**config.mk**
```make
export PLATFORM = sky130hd
export DESIGN_NAME = serial_secded_decoder
export DESIGN_NICKNAME = d
export VERILOG_FILES = /design/src/rtl/serial_secded_decoder.sv
export SDC_FILE = /design/constraint.sdc
export NUM_CORES = 1
export LEC_CHECK = 0
export CORE_MARGIN = 5
export CORE_UTILIZATION = 57
export CTS_BUF_LIST = sky130_fd_sc_hd__clkbuf_8
export DETAILED_ROUTE_END_ITERATION = 7
export PLACE_DENSITY_LB_ADDON = 0.2
export SYNTH_ARGS = -nofsm -noshare
export SYNTH_HDL_FRONTEND = slang
export SYNTH_SLANG_ARGS = --single-unit
export TNS_END_PERCENT = 5
```
**constraint.sdc**
```tcl
create_clock -name CLOCK -period 3.8 [get_ports CLOCK]
set_input_delay 0.76 -clock CLOCK [delete_from_list [all_inputs] [get_ports CLOCK]]
set_output_delay 0.76 -clock CLOCK [all_outputs]
set_load 0.01 [all_outputs]
```
**src/rtl/serial_secded_decoder.sv**
```systemverilog
// Serial extended-Hamming (SEC-DED) decoder.
// Bits arrive one per strobe, position 0 (overall parity) first. A complete
// codeword is captured, its syndrome and overall parity are registered, and the
// classified word is then presented on a one-entry valid/ack output buffer.
// Saturating counters track corrected and uncorrectable words.
module serial_secded_decoder #(
    parameter int DATA_W = 4,
    parameter int PAR_W  = 3,
    parameter int CNT_W  = 8
) (
    input  logic              CLOCK,
    input  logic              RESET,
    input  logic              DDATA,
    input  logic              DSTROBE,
    input  logic              FLUSH,
    input  logic              MODE,
    output logic [DATA_W-1:0] DOUT,
    output logic              DREADY,
    input  logic              DACK,
    output logic              DCORR,
    output logic              DERROR,
    output logic              OVERFLOW,
    output logic [CNT_W-1:0]  CORR_CNT,
    output logic [CNT_W-1:0]  UNC_CNT
);

    localparam int CODE_W = DATA_W + PAR_W + 1;
    localparam int IDX_W  = $clog2(CODE_W);
    localparam logic [IDX_W-1:0] LAST_IDX = IDX_W'(CODE_W - 1);
    localparam logic [PAR_W-1:0] MAX_POS  = PAR_W'(CODE_W - 1);

    // The Hamming positions 1..CODE_W-1 must all be addressable by the syndrome.
    generate
        if ((2 ** PAR_W) < (DATA_W + PAR_W + 1)) begin : g_bad_par_w
            $error("serial_secded_decoder: PAR_W too small for DATA_W");
        end
    endgenerate

    // Codeword position that carries data bit k: the k-th position in 1..CODE_W-1
    // that is not a power of two.
    function automatic int data_pos(input int k);
        int n;
        int res;
        n   = 0;
        res = 0;
        for (int p = 1; p < CODE_W; p++) begin
            if ((p & (p - 1)) != 0) begin
                if (n == k) begin
                    res = p;
                end
                n = n + 1;
            end
        end
        return res;
    endfunction

    // ------------------------------------------------------------------
    // Stage 1: deserialiser and capture register
    // ------------------------------------------------------------------
    logic [IDX_W-1:0]  bit_cnt_q, bit_cnt_d;
    logic [CODE_W-1:0] acc_q, acc_d;
    logic [CODE_W-1:0] cap_q;
    logic              cap_vld_q;
    logic              last_bit;

    // FLUSH has priority over the strobe, so a bit presented with FLUSH is lost.
    assign last_bit = DSTROBE && !FLUSH && (bit_cnt_q == LAST_IDX);

    // Next accumulator contents and bit position for this cycle's input bit.
    always_comb begin
        acc_d     = acc_q;
        bit_cnt_d = bit_cnt_q;
        if (FLUSH) begin
            bit_cnt_d = '0;
        end else if (DSTROBE) begin
            acc_d[bit_cnt_q] = DDATA;
            bit_cnt_d        = last_bit ? '0 : bit_cnt_q + IDX_W'(1);
        end
    end

    // Accumulate bits and latch the whole codeword on its final bit.
    always_ff @(posedge CLOCK) begin
        if (RESET) begin
            bit_cnt_q <= '0;
            acc_q     <= '0;
            cap_q     <= '0;
            cap_vld_q <= 1'b0;
        end else begin
            bit_cnt_q <= bit_cnt_d;
            acc_q     <= acc_d;
            cap_vld_q <= last_bit;
            if (last_bit) begin
                cap_q <= acc_d;
            end
        end
    end

    // ------------------------------------------------------------------
    // Stage 2a: syndrome / overall parity register
    // ------------------------------------------------------------------
    logic [PAR_W-1:0]  syn_d, syn_q;
    logic              par_d, par_q;
    logic [DATA_W-1:0] raw_data_d, raw_data_q;
    logic              word_vld_q;

    // Syndrome is the XOR of the indices of every set bit in positions 1..CODE_W-1.
    always_comb begin
        syn_d = '0;
        for (int p = 1; p < CODE_W; p++) begin
            if (cap_q[p]) begin
                syn_d = syn_d ^ PAR_W'(p);
            end
        end
        par_d = ^cap_q;
    end

    genvar gi;
    generate
        for (gi = 0; gi < DATA_W; gi++) begin : g_raw_data
            localparam int POS = data_pos(gi);
            assign raw_data_d[gi] = cap_q[POS];
        end
    endgenerate

    // Register syndrome, parity and the uncorrected data field.
    always_ff @(posedge CLOCK) begin
        if (RESET) begin
            syn_q      <= '0;
            par_q      <= 1'b0;
            raw_data_q <= '0;
            word_vld_q <= 1'b0;
        end else begin
            word_vld_q <= cap_vld_q;
            if (cap_vld_q) begin
                syn_q      <= syn_d;
                par_q      <= par_d;
                raw_data_q <= raw_data_d;
            end
        end
    end

    // ------------------------------------------------------------------
    // Stage 2b: classification, correction and output buffer
    // ------------------------------------------------------------------
    logic              syn_nz, in_range, corr_flag, err_flag, flip_en;
    logic [DATA_W-1:0] fixed_data;

    assign syn_nz    = |syn_q;
    assign in_range  = (syn_q <= MAX_POS);
    // Single error: either a located bit, or the overall parity bit itself.
    assign corr_flag = par_q && (!syn_nz || in_range);
    // Double error (even parity, nonzero syndrome) or a syndrome naming no bit.
    assign err_flag  = syn_nz && (!par_q || !in_range);
    // Detect-only mode never alters data.
    assign flip_en   = !MODE && par_q && syn_nz && in_range;

    generate
        for (gi = 0; gi < DATA_W; gi++) begin : g_fix_data
            localparam int POS = data_pos(gi);
            assign fixed_data[gi] = raw_data_q[gi] ^ (flip_en && (syn_q == PAR_W'(POS)));
        end
    endgenerate

    logic [DATA_W-1:0] dout_q;
    logic              dready_q, dcorr_q, derror_q, ovf_q;
    logic [CNT_W-1:0]  corr_cnt_q, unc_cnt_q;

    // Load a new word into the buffer when it is free or being acked; else drop it.
    always_ff @(posedge CLOCK) begin
        if (RESET) begin
            dout_q   <= '0;
            dready_q <= 1'b0;
            dcorr_q  <= 1'b0;
            derror_q <= 1'b0;
            ovf_q    <= 1'b0;
        end else if (word_vld_q) begin
            if (!dready_q || DACK) begin
                dout_q   <= fixed_data;
                dready_q <= 1'b1;
                dcorr_q  <= corr_flag;
                derror_q <= err_flag;
            end else begin
                ovf_q <= 1'b1;
            end
        end else if (DACK) begin
            dready_q <= 1'b0;
        end
    end

    // Saturating statistics; dropped words are still counted.
    always_ff @(posedge CLOCK) begin
        if (RESET) begin
            corr_cnt_q <= '0;
            unc_cnt_q  <= '0;
        end else if (word_vld_q) begin
            if (corr_flag && (corr_cnt_q != '1)) begin
                corr_cnt_q <= corr_cnt_q + CNT_W'(1);
            end
            if (err_flag && (unc_cnt_q != '1)) begin
                unc_cnt_q <= unc_cnt_q + CNT_W'(1);
            end
        end
    end

    assign DOUT     = dout_q;
    assign DREADY   = dready_q;
    assign DCORR    = dcorr_q;
    assign DERROR   = derror_q;
    assign OVERFLOW = ovf_q;
    assign CORR_CNT = corr_cnt_q;
    assign UNC_CNT  = unc_cnt_q;

endmodule

```
==> results of run 1 <==
==> logic make-up (layout without fill, tap and decap cells) <==
| family | count (synthesis) | after routing | synth area share |
|---|---|---|---|
| fa+ha+maj | 4 | 4 | 0.02140 |
| simple gates | 100 | 100 | 0.2167 |
| buf+inv | 19 | 42 | 0.03424 |
| xor+xnor | 20 | 20 | 0.07490 |
| compound gates | 44 | 44 | 0.1263 |
| mux | 17 | 17 | 0.07276 |
| flops | 53 | 53 | 0.4537 |
==> flip-flops by register name (all words and copies together), names as in the netlist, 3 cells and up <==
| register | count |
|---|---|
| DOUT | 4 |
| CORR_CNT | 8 |
| UNC_CNT | 8 |
| cap_q | 8 |
| acc_q | 8 |
| bit_cnt_q | 3 |
| raw_data_q | 4 |
| syn_q | 3 |
==> synthesized netlist by cell type (all sizes together) <==
master / n
or3b: 1
a41o: 1
nand2b: 1
o2111ai: 2
and3: 1
mux2i: 17
nor3: 7
a21oi: 12
or3: 4
inv: 4
o21ai: 5
nor2: 45
xor2: 4
dfxtp: 53
and4: 1
or2: 1
o21bai: 1
a211oi: 17
nor3b: 5
buf: 2
or4: 3
nand4: 2
nand3b: 4
and3b: 1
o31ai: 2
a31oi: 1
nand3: 8
nor2b: 7
a311oi: 1
xnor2: 16
nand2: 8
ha: 4
clkbuf: 13
nor4b: 1
o41ai: 2
==> per-stage QoR <==
step	instance area, um^2	std cells	utilization	hold WS (ps)
finish	2711	330	0.6778	479.1
global route	2711	330	0.6778	517.3
CTS	2711	330	0.6778	482.6
detailed placement	2631	322	0.6578	459.9
global placement	2631	322	0.6578	450.9
floorplan	2338	257	-	456.4
==> report_power, final <==
| group | leakage [nW] | internal [mW] | switching (mW) |
|---|---|---|---|
| sequential | 0.427 | 0.556 | 0.00135 |
| combinational | 0.416 | 0.00890 | 0.0151 |
| clock | 0.0519 | 0.123 | 0.169 |
| total | 0.895 | 0.688 | 0.186 |
==> area by class of cell <==
| cell class | instances | area [um^2] | share of cell area |
|---|---|---|---|
| repair buffers | 30 | 295.3 | 0.1089 |
| clock inverters | 3 | 11.26 | 0.004153 |
| clock buffers | 5 | 68.82 | 0.02538 |
| inverters | 4 | 15.01 | 0.005538 |
| well taps | 50 | 62.56 | 0.02307 |
| flip-flops and latches | 53 | 1061 | 0.3913 |
| multi-input cells | 185 | 1197 | 0.4416 |
==> worst register-to-register path, delay by kind of cell (launching register included) <==
kind                     cells  cell delay, ps
AND/OR/NAND/NOR              2             630
flip-flops                   1             510
adder cells (fa/ha/maj)      2             410
AO/OA/AOI/OAI                1             230
==> final timing paths <==
kind / slack [ps] / startpoint / to
setup / recovery: 1640 / DSTROBE / cap_q[6]$_SDFFE_PP0P_
hold / removal: 480 / OVERFLOW$_SDFFE_PP0P_ / OVERFLOW$_SDFFE_PP0P_
hold reg to reg: 480 / OVERFLOW$_SDFFE_PP0P_ / OVERFLOW$_SDFFE_PP0P_
setup reg to reg: 1910 / bit_cnt_q[1]$_SDFFE_PP0P_ / cap_q[0]$_SDFFE_PP0P_
==> routing by layer <==
layer,vias up,share of wire
li1,954,-
met1,837,0.51
met2,24,0.45
met3,6,0.035
met4,0,0.012
met5,-,0
==> results.py, run 1 <==
metrics = {
    "outcome": {
        "status": "complete, no violations",
    },
    "placed_design": {
        "port_buffers": 30,
        "place_congestion": 0.8341,
        "dp_hpwl_mm": 3.031,
        "pre_cts_ws_ps": 1364,
    },
    "synth": {
        "yosysUniqueCellTypes": 37,
        "synth_nets": 268,
        "yosysWarningCount": 0,
        "synth.largest_area_cell": "dfxtp_1",
        "syn_inst": 257,
        "synth.top_cell.area_share": 0.4537,
        "ys_seq_area_frac": 0.4537,
        "avgSynthCellArea_um2": 9.099,
        "synth.area.top_cells": "dfxtp_1, mux2i_1, nor2_1, xnor2_1, a211oi_1",
        "ys_ff_latch": 53,
        "syn_area_um2": 2338,
    },
    "timing": {
        "setup_ws_ps": 1637,
        "post-route-min-period_ps": 2163,
        "final.setup_skew_ps": 2.902,
        "relSlewSlack": 0.3067,
        "setup_viol_count_final": 0,
        "tightest_slew_ps": 1040,
        "tns_ps": 0,
        "hold_viol_final": 0,
        "rsz0062_at_grt": "false",
        "fmax_mhz": 462.3,
        "period_share": 0.5692,
        "slew_violations": 0,
    },
    "setup_path": {
        "cp_data_required_time_ps": 4000,
        "start_kind": "input pin",
        "r2r_cells": 5,
        "slowest_delay_ps": 580,
        "crit_family": "simple AND/OR/NAND/NOR gates",
        "crit_type": "in -> reg",
        "cp.depth": 5,
        "cp.buffers_inverters": 1,
        "worstPathMaxFanout": 7,
        "crit_chain": "clkdlybuf4s50_1 > nor3b_1 > nand3_1 > mux2i_1 > a211oi_1",
        "arrival_ps": 2360,
        "end_kind": "register",
        "worst_path_max_delay_cell": "clkdlybuf4s50_1",
    },
    "drt": {
        "dr.pass1.iters": 4,
        "wl_per_cell_um": 12.92,
        "drc": 0,
        "drtIter0Drc": 113,
        "drt-vias-per-instance": 5.518,
        "dr_total_vias": 1821,
        "ant_nets": 0,
        "drt-total-wl_mm": 4.265,
    },
    "clock_network": {
        "clk-insertion-delay-late_ps": 290,
        "ctsResizeCount": 0,
        "clockBufferDepth": 2,
        "cts_inserted_buffers": 5,
        "clkTransAtPathRegs_ps": 90,
        "tritoncts": "done",
        "cts_setup_buffers": 0,
        "h-tree-depth": 2,
        "cts_sinks": 53,
        "cts_hold_buf": 0,
        "clockRootBuffer": "clkbuf_8",
    },
    "power": {
        "ir_worst_vdd_mv": 0.2563,
        "cellLeakagePower_nw": 0.8946,
        "power_density_nw_per_um2": 322.4,
        "finalPower_mw": 0.8742,
    },
    "global_route": {
        "grt_pass1_vias": 1621,
        "grt_pass1_wl_mm": 7.251,
        "grt_max_degree": 55,
        "met3_usage": 0.02973,
        "use_met1": 0.2318,
        "grt_usage": 0.1665,
        "overflow": 0,
        "grt.met2_usage": 0.2589,
        "antenna_found_initial": 0,
        "grt_busiest_layer": "met2",
    },
    "floorplan": {
        "fp.dieH_um": 74.05,
        "chipWidth_um": 74.05,
        "die_area_um2": 5483,
        "num_io_pins": 31,
        "row_count": 23,
        "core_um2": 4000,
        "initial_core_util": 0.5846,
    },
    "finish": {
        "layout_commonest_cell": "dfxtp_1",
        "area_delta_synth_final_pct": 15.94,
        "nFillCells": 353,
        "layout-drive-gt1-share": 0.02857,
        "layout_common_cells": "dfxtp_1, nor2_1, clkdlybuf4s50_1",
        "n_antenna_cell": 0,
        "finish.net_count": 290,
    },
    "job": {
        "max-cap-violations": 0,
    },
    "hold_path": {
        "worstHoldPathCells": 2,
        "hold_class": "reg -> reg",
    },
}
No activity file was read; power rests on OpenSTA's default activity.
==> run 2: changes to the inputs <==
- CORE_UTILIZATION: 57 -> 56
- clock period: 3.8 -> 2 ns (I/O delays scaled with it)
==> run 2 against run 1 <==
  * Worst setup slack worse by 1400 ps
  * Utilization rose by 2.1 points
  * Cell area grew 3.9%
  * Die area up 1.5%
  * Routed wire length down 1.5%
  * Critical endpoint is now UNC_CNT[3]
==> results.py, run 2 (synthesis gave the netlist of run 1 again) <==
metrics = {
    "timing": {
        "relSlewSlack": 0.5843,
        "slew_violations": 0,
        "hold_viol_final": 0,
        "tightest_slew_ps": 618.8,
        "setup_viol_count_final": 0,
        "tns_ps": 0,
        "setup_ws_ps": 258.1,
        "period_share": 0.8709,
        "post-route-min-period_ps": 1742,
        "final.setup_skew_ps": 8.740,
        "fmax_mhz": 574.1,
        "rsz0062_at_grt": "false",
    },
    "drt": {
        "dr_total_vias": 1848,
        "top_layer": "met4",
        "wl_met2_mm": 1.991,
        "met3WireLength_um": 224,
        "drt-total-wl_mm": 4.199,
        "drt-vias-per-instance": 5.484,
        "drtIter0Drc": 141,
        "wl_met1_mm": 1.931,
        "drc": 0,
        "dr.pass1.iters": 4,
        "ant_nets": 0,
        "wl_per_cell_um": 12.46,
    },
    "floorplan": {
        "die_area_um2": 5568,
        "core_um2": 4029,
        "fp.dieH_um": 74.62,
        "chipWidth_um": 74.62,
        "num_io_pins": 31,
        "initial_core_util": 0.5804,
        "row_count": 23,
    },
    "global_route": {
        "grt_pass1_vias": 1627,
        "overflow": 0,
        "grt_usage": 0.1612,
        "antenna_found_initial": 0,
        "grt_pass1_wl_mm": 7.107,
        "grt_max_degree": 27,
    },
    "power": {
        "combPwrFrac": 0.029,
        "swShare": 0.2001,
        "cellLeakagePower_nw": 0.9404,
        "power_frac_seq": 0.569,
        "clkPwrFrac": 0.401,
        "ir_worst_vdd_mv": 0.6420,
        "power_density_nw_per_um2": 660.7,
        "switchingPower_mw": 0.3724,
        "p_int_mw": 1.488,
    },
    "finish": {
        "final_core_util": 0.6991,
        "layout_commonest_cell": "dfxtp_1",
        "layout_common_cells": "dfxtp_1, nor2_1, clkdlybuf4s50_1",
        "seqCellArea_um2": 1061,
        "multi_input_area_um2": 1197,
        "n_antenna_cell": 0,
        "finish.net_count": 297,
        "layout-drive-gt1-share": 0.06272,
        "finalNonFillerCells": 337,
        "area_delta_synth_final_pct": 20.44,
        "nFillCells": 362,
        "fin_area_um2": 2816,
    },
    "setup_path": {
        "cp.buffers_inverters": 1,
        "worstPathMaxFanout": 7,
        "worst_path_max_delay_cell": "clkdlybuf4s50_1",
        "reg2reg_from": "par_q$_SDFFE_PP0P_",
        "crit_family": "buffers and inverters",
        "slowest_delay_ps": 590,
        "crit_type": "reg -> out",
        "cp-startpoint": "UNC_CNT[3]$_SDFFE_PP0P_",
        "cp_data_required_time_ps": 1600,
        "crit_chain": "clkdlybuf4s50_1",
        "start_kind": "register",
        "end_kind": "primary output",
        "arrival_ps": 1340,
    },
    "clock_network": {
        "clockBufferDepth": 2,
        "ctsResizeCount": 0,
        "clockRootBuffer": "clkbuf_8",
        "clkTransAtPathRegs_ps": 90,
        "cts_setup_buffers": 0,
        "cts_sinks": 53,
        "h-tree-depth": 2,
        "tritoncts": "done",
        "cts_hold_buf": 0,
        "clk-insertion-delay-late_ps": 300,
        "cts_inserted_buffers": 5,
    },
    "job": {
        "max-cap-violations": 0,
    },
    "placed_design": {
        "pre_cts_ws_ps": 114.4,
        "place_congestion": 0.7683,
        "dp_hpwl_mm": 3.016,
        "placed_cells": 329,
        "port_buffers": 30,
        "dpl-instance-area_um2": 2696,
    },
    "hold_path": {
        "hold_class": "in -> reg",
        "min-delay-start": "RESET",
    },
    "outcome": {
        "status": "complete, no violations",
    },
}
[run 2: cell types whose count changed in the layout (fill, tap and decap cells not counted)]
cell / before / now
bufinv_16: 0 / 1
clkinvlp_4: 0 / 1
buf_12: 0 / 1
clkbuf_2: 1 / 0
buf_4: 0 / 6
buf_2: 0 / 1
clkbuf_8: 5 / 6
inv_1: 7 / 4
[run 2: power groups by stage]
stage | logic, mW | registers (mW) | clock network [mW]
after floorplan | 0.0291 | 1.08 | 0
after global placement | 0.0545 | 1.08 | 0
after detailed placement | 0.0550 | 1.08 | 0
after CTS | 0.0551 | 1.06 | 0.769
after global routing | 0.0604 | 1.06 | 0.803
final | 0.0546 | 1.06 | 0.747
[run 2: routing by layer]
metal / vias up / GRT usage
met5: - / 0
met3: 7 / 0.02804
met4: 0 / 0.06522
met1: 835 / 0.1968
met2: 43 / 0.2810
li1: 963 / -
[run 2: layout make-up]
type,count,share of cell area
clock inverter,2,0.01333
clock buffer,6,0.02932
tap,50,0.02221
inverter,4,0.005331
sequential,53,0.3767
timing repair buffer,37,0.1279
multi-input combinational,185,0.4251
[run 2: final timing paths]
kind	endpoint	slack (ps)	depth (start not counted)
min	UNC_CNT[3]$_SDFFE_PP0P_	430	2
min reg2reg	OVERFLOW$_SDFFE_PP0P_	490	2
max reg2reg	UNC_CNT[4]$_SDFFE_PP0P_	330	4
max	UNC_CNT[3]	260	1
[run 2: metrics by stage]
| step | power (mW) | hold slack, ps |
|---|---|---|
| finish | 1.861 | 434.6 |
| global route | 1.924 | 439.7 |
| CTS | 1.883 | 428.9 |
| detailed placement | 1.139 | 473.7 |
| global placement | 1.138 | 457.5 |
| floorplan | 1.112 | 456.4 |
==> run 3: changes to the inputs <==
- MAX_ROUTING_LAYER: not set -> met4
- PLACE_DENSITY: not set -> 0.81
- PLACE_DENSITY_LB_ADDON: 0.2 -> not set
- RECOVER_POWER: not set -> 50
==> run 3 against run 2 <==
  * Cell count fell by 0.30%
  * Die area unchanged
  * Register-to-register slack lost 40 ps
  * Sequential power about the same
  * Maximum frequency shrank 0.11%
  * Routed wire length increased by 7.2%
  * Worst hold slack better by 4.2 ps
  * Sequential cell count is the same
  * First-iteration DRC count decreased by 28%
  * Utilization decreased by 1.5 points
  * Clock power down 27%
==> results.py, run 3 (synthesis gave the netlist of run 1 again) <==
metrics = {
    "global_route": {
        "overflow": 0,
        "grt_max_degree": 48,
        "grt_pass1_wl_mm": 7.859,
        "antenna_found_initial": 0,
        "grt.met2_usage": 0.2976,
        "grt_pass1_vias": 1763,
        "grt_busiest_layer": "met2",
        "met3_usage": 0.04673,
        "use_met1": 0.2301,
        "grt_usage": 0.1862,
    },
    "finish": {
        "layout_common_cells": "dfxtp_1, nor2_1, clkdlybuf4s50_1",
        "fin_area_um2": 2758,
        "final_core_util": 0.6845,
        "finalNonFillerCells": 336,
        "n_antenna_cell": 0,
        "layout_commonest_cell": "dfxtp_1",
        "finish.net_count": 296,
        "area_delta_synth_final_pct": 17.92,
        "layout-drive-gt1-share": 0.03846,
    },
    "placed_design": {
        "port_buffers": 30,
        "place_congestion": 0.7901,
        "dpl-instance-area_um2": 2689,
        "placed_cells": 328,
        "dp_hpwl_mm": 3.314,
        "pre_cts_ws_ps": 68.61,
    },
    "timing": {
        "period_share": 0.8719,
        "tightest_slew_ps": 915.8,
        "final.setup_skew_ps": 4.496,
        "post-route-min-period_ps": 1744,
        "tns_ps": 0,
        "relSlewSlack": 0.3894,
        "fmax_mhz": 573.5,
        "hold_viol_final": 0,
        "rsz0062_at_grt": "false",
        "setup_ws_ps": 256.2,
        "slew_violations": 0,
        "setup_viol_count_final": 0,
        "whs_ps": 438.8,
    },
    "power": {
        "cellLeakagePower_nw": 0.9415,
        "finalPower_mw": 1.656,
        "ir_worst_vdd_mv": 0.4083,
        "power_density_nw_per_um2": 600.5,
    },
    "setup_path": {
        "slowest_delay_ps": 600,
        "crit_type": "in -> reg",
        "worst_path_max_delay_cell": "dlygate4sd3_1",
        "reg2reg_from": "word_vld_q$_SDFF_PP0_",
        "r2r_end": "UNC_CNT[4]$_SDFFE_PP0P_",
        "cp_data_required_time_ps": 2200,
        "r2r_setup_slack_ps": 290,
        "cp.buffers_inverters": 2,
        "worstPathMaxFanout": 5,
        "crit_family": "buffers and inverters",
        "r2r_cells": 4,
        "arrival_ps": 1940,
        "start_kind": "input pin",
        "crit_chain": "dlygate4sd3_1 > nor3b_1 > clkbuf_1 > nand3b_1 > mux2i_1 > a211oi_1",
        "end_kind": "register",
    },
    "clock_network": {
        "h-tree-depth": 2,
        "ctsResizeCount": 0,
        "clockBufferDepth": 2,
        "cts_sinks": 53,
        "cts_setup_buffers": 0,
        "tritoncts": "done",
        "clkTransAtPathRegs_ps": 80,
        "clk-insertion-delay-late_ps": 300,
        "clockRootBuffer": "clkbuf_8",
        "cts_hold_buf": 0,
        "cts_inserted_buffers": 5,
    },
    "outcome": {
        "status": "complete, no violations",
    },
    "floorplan": {
        "row_count": 23,
        "num_io_pins": 31,
        "core_um2": 4029,
        "fp.dieH_um": 74.62,
        "initial_core_util": 0.5804,
        "chipWidth_um": 74.62,
        "die_area_um2": 5568,
    },
    "hold_path": {
        "min-delay-start": "RESET",
        "hold_class": "in -> reg",
        "min_to": "UNC_CNT[3]$_SDFFE_PP0P_",
        "worstHoldPathCells": 2,
    },
    "drt": {
        "dr_total_vias": 1859,
        "drc": 0,
        "drtIter0Drc": 101,
        "drt-total-wl_mm": 4.501,
        "drt-vias-per-instance": 5.533,
        "ant_nets": 0,
        "dr.pass1.iters": 4,
        "wl_per_cell_um": 13.40,
    },
    "job": {
        "max-cap-violations": 0,
    },
}
run 3: changes by cell type in the layout (fill, tap and decap cells not counted), sizes merged:
cell / previous run / this run
buf: 8 / 3
bufinv: 1 / 0
dlygate4sd3: 0 / 9
inv: 4 / 7
clkbuf: 6 / 9
clkinvlp: 1 / 0
clkdlybuf4s50: 29 / 20
run 3: how the worst max path moves through the flow:
stage | from | end | slack (ps) | depth (start not counted)
finish | DSTROBE | cap_q[4]$_SDFFE_PP0P_ | 260 | 6
detailed placement | DACK | DCORR$_SDFFE_PP0P_ | 70 | 5
global route | DSTROBE | cap_q[2]$_SDFFE_PP0P_ | 120 | 6
CTS | UNC_CNT[3]$_SDFFE_PP0P_ | UNC_CNT[3] | 270 | 1
floorplan | bit_cnt_q[0]$_SDFFE_PP0P_ | cap_q[7]$_SDFFE_PP0P_ | 350 | 7
global placement | DACK | DCORR$_SDFFE_PP0P_ | 130 | 5
run 3: area by class of cell:
| type | count | area, um^2 |
|---|---|---|
| clock buffer | 5 | 68.82 |
| multi-input combinational | 185 | 1197 |
| tap | 50 | 62.56 |
| fill | 341 | 1271 |
| inverter | 4 | 15.01 |
| clock inverter | 3 | 11.26 |
| sequential | 53 | 1061 |
| timing repair buffer | 36 | 341.6 |
run 3: report_power, final:
part	leakage, nW	switching (mW)	internal, mW
Combinational	0.463	0.0298	0.0193
Sequential	0.427	0.00263	1.06
Clock	0.0519	0.314	0.234
run 3: worst register-to-register path, stage by stage, from the launching register on:
cell,delay [ps]
dfxtp_1,500
nand2b_4,80
or2_0,330
or4_1,550
a21oi_1,160
run 3: layer usage:
layer	vias up	wire length, um
li1	965	-
met1	851	2116
met2	35	2135
met3	8	188
met4	0	61
met5	-	0
==> patch 1 (settings of run 2) <==
Put one more register stage on the output `UNC_CNT`. The value now appears one clock later. The other outputs are not delayed to match.
--- a/src/rtl/serial_secded_decoder.sv
+++ b/src/rtl/serial_secded_decoder.sv
@@ -210,3 +210,5 @@
     assign CORR_CNT = corr_cnt_q;
-    assign UNC_CNT  = unc_cnt_q;
+    always_ff @(posedge CLOCK) begin
+        UNC_CNT <= unc_cnt_q;
+    end
 
Formal check against the unedited RTL: same outputs for any inputs over 10 cycles, from zero or initial values and one cycle with RESET high; that may be too few to reach the edited logic, so the function may still have changed.
==> patch 1 against run 2 <==
  * Setup slack lost 0.028 ns
  * Largest power group unchanged
  * Design area grew 8.1%
  * Register-to-register slack lost 0.02 ns
  * Clock power grew 24%
  * First-iteration DRC count shrank 29%
  * Critical endpoint is now CORR_CNT[3]
  * Total power grew 18%
  * Sequential cell count grew 8
  * Highest routed layer unchanged
  * Routed wire length grew 6.5%
  * Area after synthesis grew 8.0%
==> patch 1: results <==
group,metric,value,unit
run_status,status,"finished, final reports clean",
power_and_ir_drop,p_sw_frac,0.211,
finish,multi_input_area_share,0.398,
worst_setup_path,r2r_start,"syn_q[0]$_SDFFE_PP0P_",
global_routing,grtUsageTotal,0.162,
place,gp_congestion,0.825,
power_and_ir_drop,cellPowerDensity,723,nW/um^2
worst_setup_path,cp.arrival,1.37,ns
clock_network,worst_skew_pair.late_latency,0.33,ns
finish,nonClkBufAreaFrac,0.120,
global_routing,grt_max_degree,26,
worst_setup_path,rr_endpoint,"unc_cnt_q[5]$_SDFFE_PP0P_",
synth,synth.avg_cell_area,9.57,um^2
timing,max_slew_margin,0.617,
worst_setup_path,path_max_fanout,8,
min_path,min_to,"UNC_CNT[5]$_DFF_P_",
place,post-place-ws,0.0961,ns
min_path,hp-start,"unc_cnt_q[5]$_SDFFE_PP0P_",
global_routing,grt_first_pass_wirelength,7.80,mm
synth,syn_nets,275,
drt,via_per_inst,5.50,
place,place_area,2880,um^2
timing,clock_skew,0.00505,ns
power_and_ir_drop,seqPwrFrac,0.554,
finish,clk_share,0.0543,
place,dp.cells,337,
min_path,whs_path_depth,0,
finish,clock_buffer_count,11,
clock_network,cts_buffers,9,
drt,drt_iter0_markers,100,
drt,vias,1929,
timing,holdWs,0.391,ns
finish,drive_above_1_share,0.0803,
drt,wire_per_inst,12.7,um
worst_setup_path,r2r_slack,0.31,ns
finish,fill_cells,335,
drt,drtPass1Iterations,4,
worst_setup_path,max_stage_delay,0.59,ns
clock_network,clkTransAtPathRegs,0.06,ns
worst_setup_path,critPathCapture,"CORR_CNT[3]",
global_routing,grt_pass1_vias,1745,
clock_network,clock-root-buffer,"clkbuf_8",
finish,nets,307,
synth,ys_seq_elements,61,
place,hpwl,3.14,mm
power_and_ir_drop,comb_power_share,0.026,
synth,synth_common_cells,"dfxtp_1 (61), nor2_1 (43), xnor2_1 (17)",
worst_setup_path,crit_path_start,"CORR_CNT[3]$_SDFFE_PP0P_",
finish,post-route-util,0.699,
power_and_ir_drop,power_leakage,1.02,nW
-- patch 1: cell count changes after synthesis, moves of 2 or more --
cell and change:
dfxtp_1 +8, or4_1 +5, o31ai_1 +4, xor2_1 -3
a21oi_1 +2, buf_2 +2, nor2_1 -2, o2111ai_1 -2
o21ai_0 -2, or3_1 -2
-- patch 1: routing by layer --
metal / vias up / track usage / share of wire
li1: 999 / - / -
met1: 883 / 0.190 / 0.46
met2: 35 / 0.255 / 0.46
met3: 12 / 0.0574 / 0.053
met4: 0 / 0.0876 / 0.024
met5: - / 0 / 0
-- patch 1: logic make-up after synthesis --
logic type / Yosys count / synth area share
buf+inv: 20 / 0.0366
xor+xnor: 18 / 0.0624
compound gates: 45 / 0.120
flops: 61 / 0.483
fa+ha+maj: 4 / 0.0198
mux: 17 / 0.0679
simple gates: 99 / 0.210
-- patch 1: worst reg2reg max path: stages, from the launching register on --
cell     delay, ns
dfxtp_1       0.39
nor3_1        0.10
or3b_4        0.47
nor4_4        0.30
mux2_1        0.33
==> patch 2 (settings of run 2) <==
Without the edit above. Change the parameter `PAR_W` from 3 to 4.
--- a/src/rtl/serial_secded_decoder.sv
+++ b/src/rtl/serial_secded_decoder.sv
@@ -7,3 +7,3 @@
     parameter int DATA_W = 4,
-    parameter int PAR_W  = 3,
+    parameter int PAR_W  = 4,
     parameter int CNT_W  = 8
Function: same outputs for any inputs over 10 cycles, from zero or initial values and one cycle with RESET high; that may be too few to reach the edited logic, so the function may still have changed.
==> patch 2 against run 2 <==
  * Routed wire length up 17%
  * Critical path type is now reg -> reg
  * Worst hold slack better by 0.025 ns
  * Sequential power up 6%
  * Design area up 7.6%
  * Sequential cell count up 3
  * Largest cell class unchanged
  * Maximum frequency down 5.1%
  * Setup slack worse by 0.094 ns
  * Largest power group unchanged
  * Non-clock buffer count unchanged
  * Total power down 4.0%
  * Area after synthesis up 11%
==> patch 2: results <==
group,metric,value,unit
global_routing,grtUsageTotal,0.168,
drt,vias,2057,
worst_setup_path,r2r_start,"syn_q[0]$_SDFFE_PP0P_",
global_routing,grt_pass1_vias,1922,
synth,synthDistinctLibCells,49,
synth,syn_nets,298,
synth,synth.avg_cell_area,9.08,um^2
place,gp_congestion,0.791,
finish,nets,328,
min_path,min_path_type,"reg -> reg",
worst_setup_path,path_max_fanout,12,
drt,drt-total-wl,4.90,mm
worst_setup_path,max_stage_delay,0.39,ns
place,dp.cells,360,
synth,synthMuxAreaShare,0.0710,
global_routing,grt_first_pass_wirelength,8.56,mm
place,place_area,2940,um^2
global_routing,grt_max_degree,37,
synth,ys_top_cells_by_area,"dfxtp_1 (43%), mux2i_1 (5.8%), nor2_1 (4.5%)",
worst_setup_path,cp.arrival,2.03,ns
synth,synth_common_cells,"dfxtp_1 (56), nor2_1 (31), nand2_1 (27)",
synth,ys_seq_area_frac,0.433,
place,post-place-ws,0.0907,ns
finish,final_cells,368,
worst_setup_path,crit_slowest_cell,"dfxtp_1",
finish,fill_cells,368,
power_and_ir_drop,ir_worst_vdd,0.449,mV
timing,max_slew_margin,0.573,
drt,drt_iter0_markers,87,
timing,holdWs,0.460,ns
min_path,hp-start,"acc_q[2]$_SDFF_PP0_",
worst_setup_path,r2r_slack,0.16,ns
synth,synth_compound_area_frac,0.136,
run_status,status,"finished, final reports clean",
synth,synthXorXnorAreaFrac,0.0594,
finish,drive_above_1_share,0.0949,
==> patch 2: cell types whose count changed after synthesis, sizes merged, moves of 3 or more <==
cell    delta
a211oi     -7
a21oi      +8
dfxtp      +3
inv        +3
mux2       +3
nand2     +19
nand3      +6
nor2      -14
nor3b      -4
nor4       +6
o31ai      +4
xnor2      -6
==> patch 2: how the worst max path moves through the flow <==
stage / from / end / slack, ns / cells after the start
floorplan: bit_cnt_q[0]$_SDFFE_PP0P_ / cap_q[2]$_SDFFE_PP0P_ / 0.27 / 7
global placement: DSTROBE / cap_q[6]$_SDFFE_PP0P_ / 0.16 / 5
detailed placement: DSTROBE / cap_q[6]$_SDFFE_PP0P_ / 0.09 / 5
CTS: syn_q[0]$_SDFFE_PP0P_ / CORR_CNT[7]$_SDFFE_PP0P_ / 0.15 / 4
global route: syn_q[0]$_SDFFE_PP0P_ / CORR_CNT[7]$_SDFFE_PP0P_ / 0.004 / 4
finish: syn_q[0]$_SDFFE_PP0P_ / CORR_CNT[7]$_SDFFE_PP0P_ / 0.16 / 4
==> patch 2: final cells by class <==
class                      count  area, um^2  area share
multi-input combinational    208        1380       0.455
sequential                    56        1120       0.370
timing repair buffer          37         348       0.115
clock buffer                   6        82.6      0.0273
tap                           52        65.1      0.0215
inverter                       7        26.3     0.00867
clock inverter                 2        7.51     0.00248
==> patch 2: report_power, final <==
group / switching [mW] / leakage [nW] / total, mW / internal [mW]
clock network: 0.335 / 0.0538 / 0.609 / 0.273
registers: 0.00233 / 0.451 / 1.12 / 1.12
logic: 0.0373 / 0.445 / 0.0593 / 0.0221
==> patch 2: cells by family (layout without fill, tap and decap cells) <==
| family | Yosys count | count (layout) |
|---|---|---|
| simple gates | 116 | 116 |
| flops | 56 | 56 |
| compound gates | 52 | 52 |
| buf+inv | 21 | 52 |
| mux | 18 | 18 |
| xor+xnor | 16 | 16 |
| fa+ha+maj | 6 | 6 |
==> patch 2: worst max-delay path: cells and delay by family, from the launching register on <==
| family | cells | cell delay (ns) |
|---|---|---|
| simple gates | 2 | 0.61 |
| compound gates | 1 | 0.36 |
| flops | 1 | 0.39 |
| mux | 1 | 0.37 |
==> patch 2: routing by layer <==
metal | GRT usage | up-vias | wire, um
met3 | 0.0370 | 7 | 195
met5 | 0 | - | 0
met1 | 0.212 | 944 | 2330
li1 | - | 1073 | -
met4 | 0.0541 | 0 | 68
met2 | 0.285 | 33 | 2310
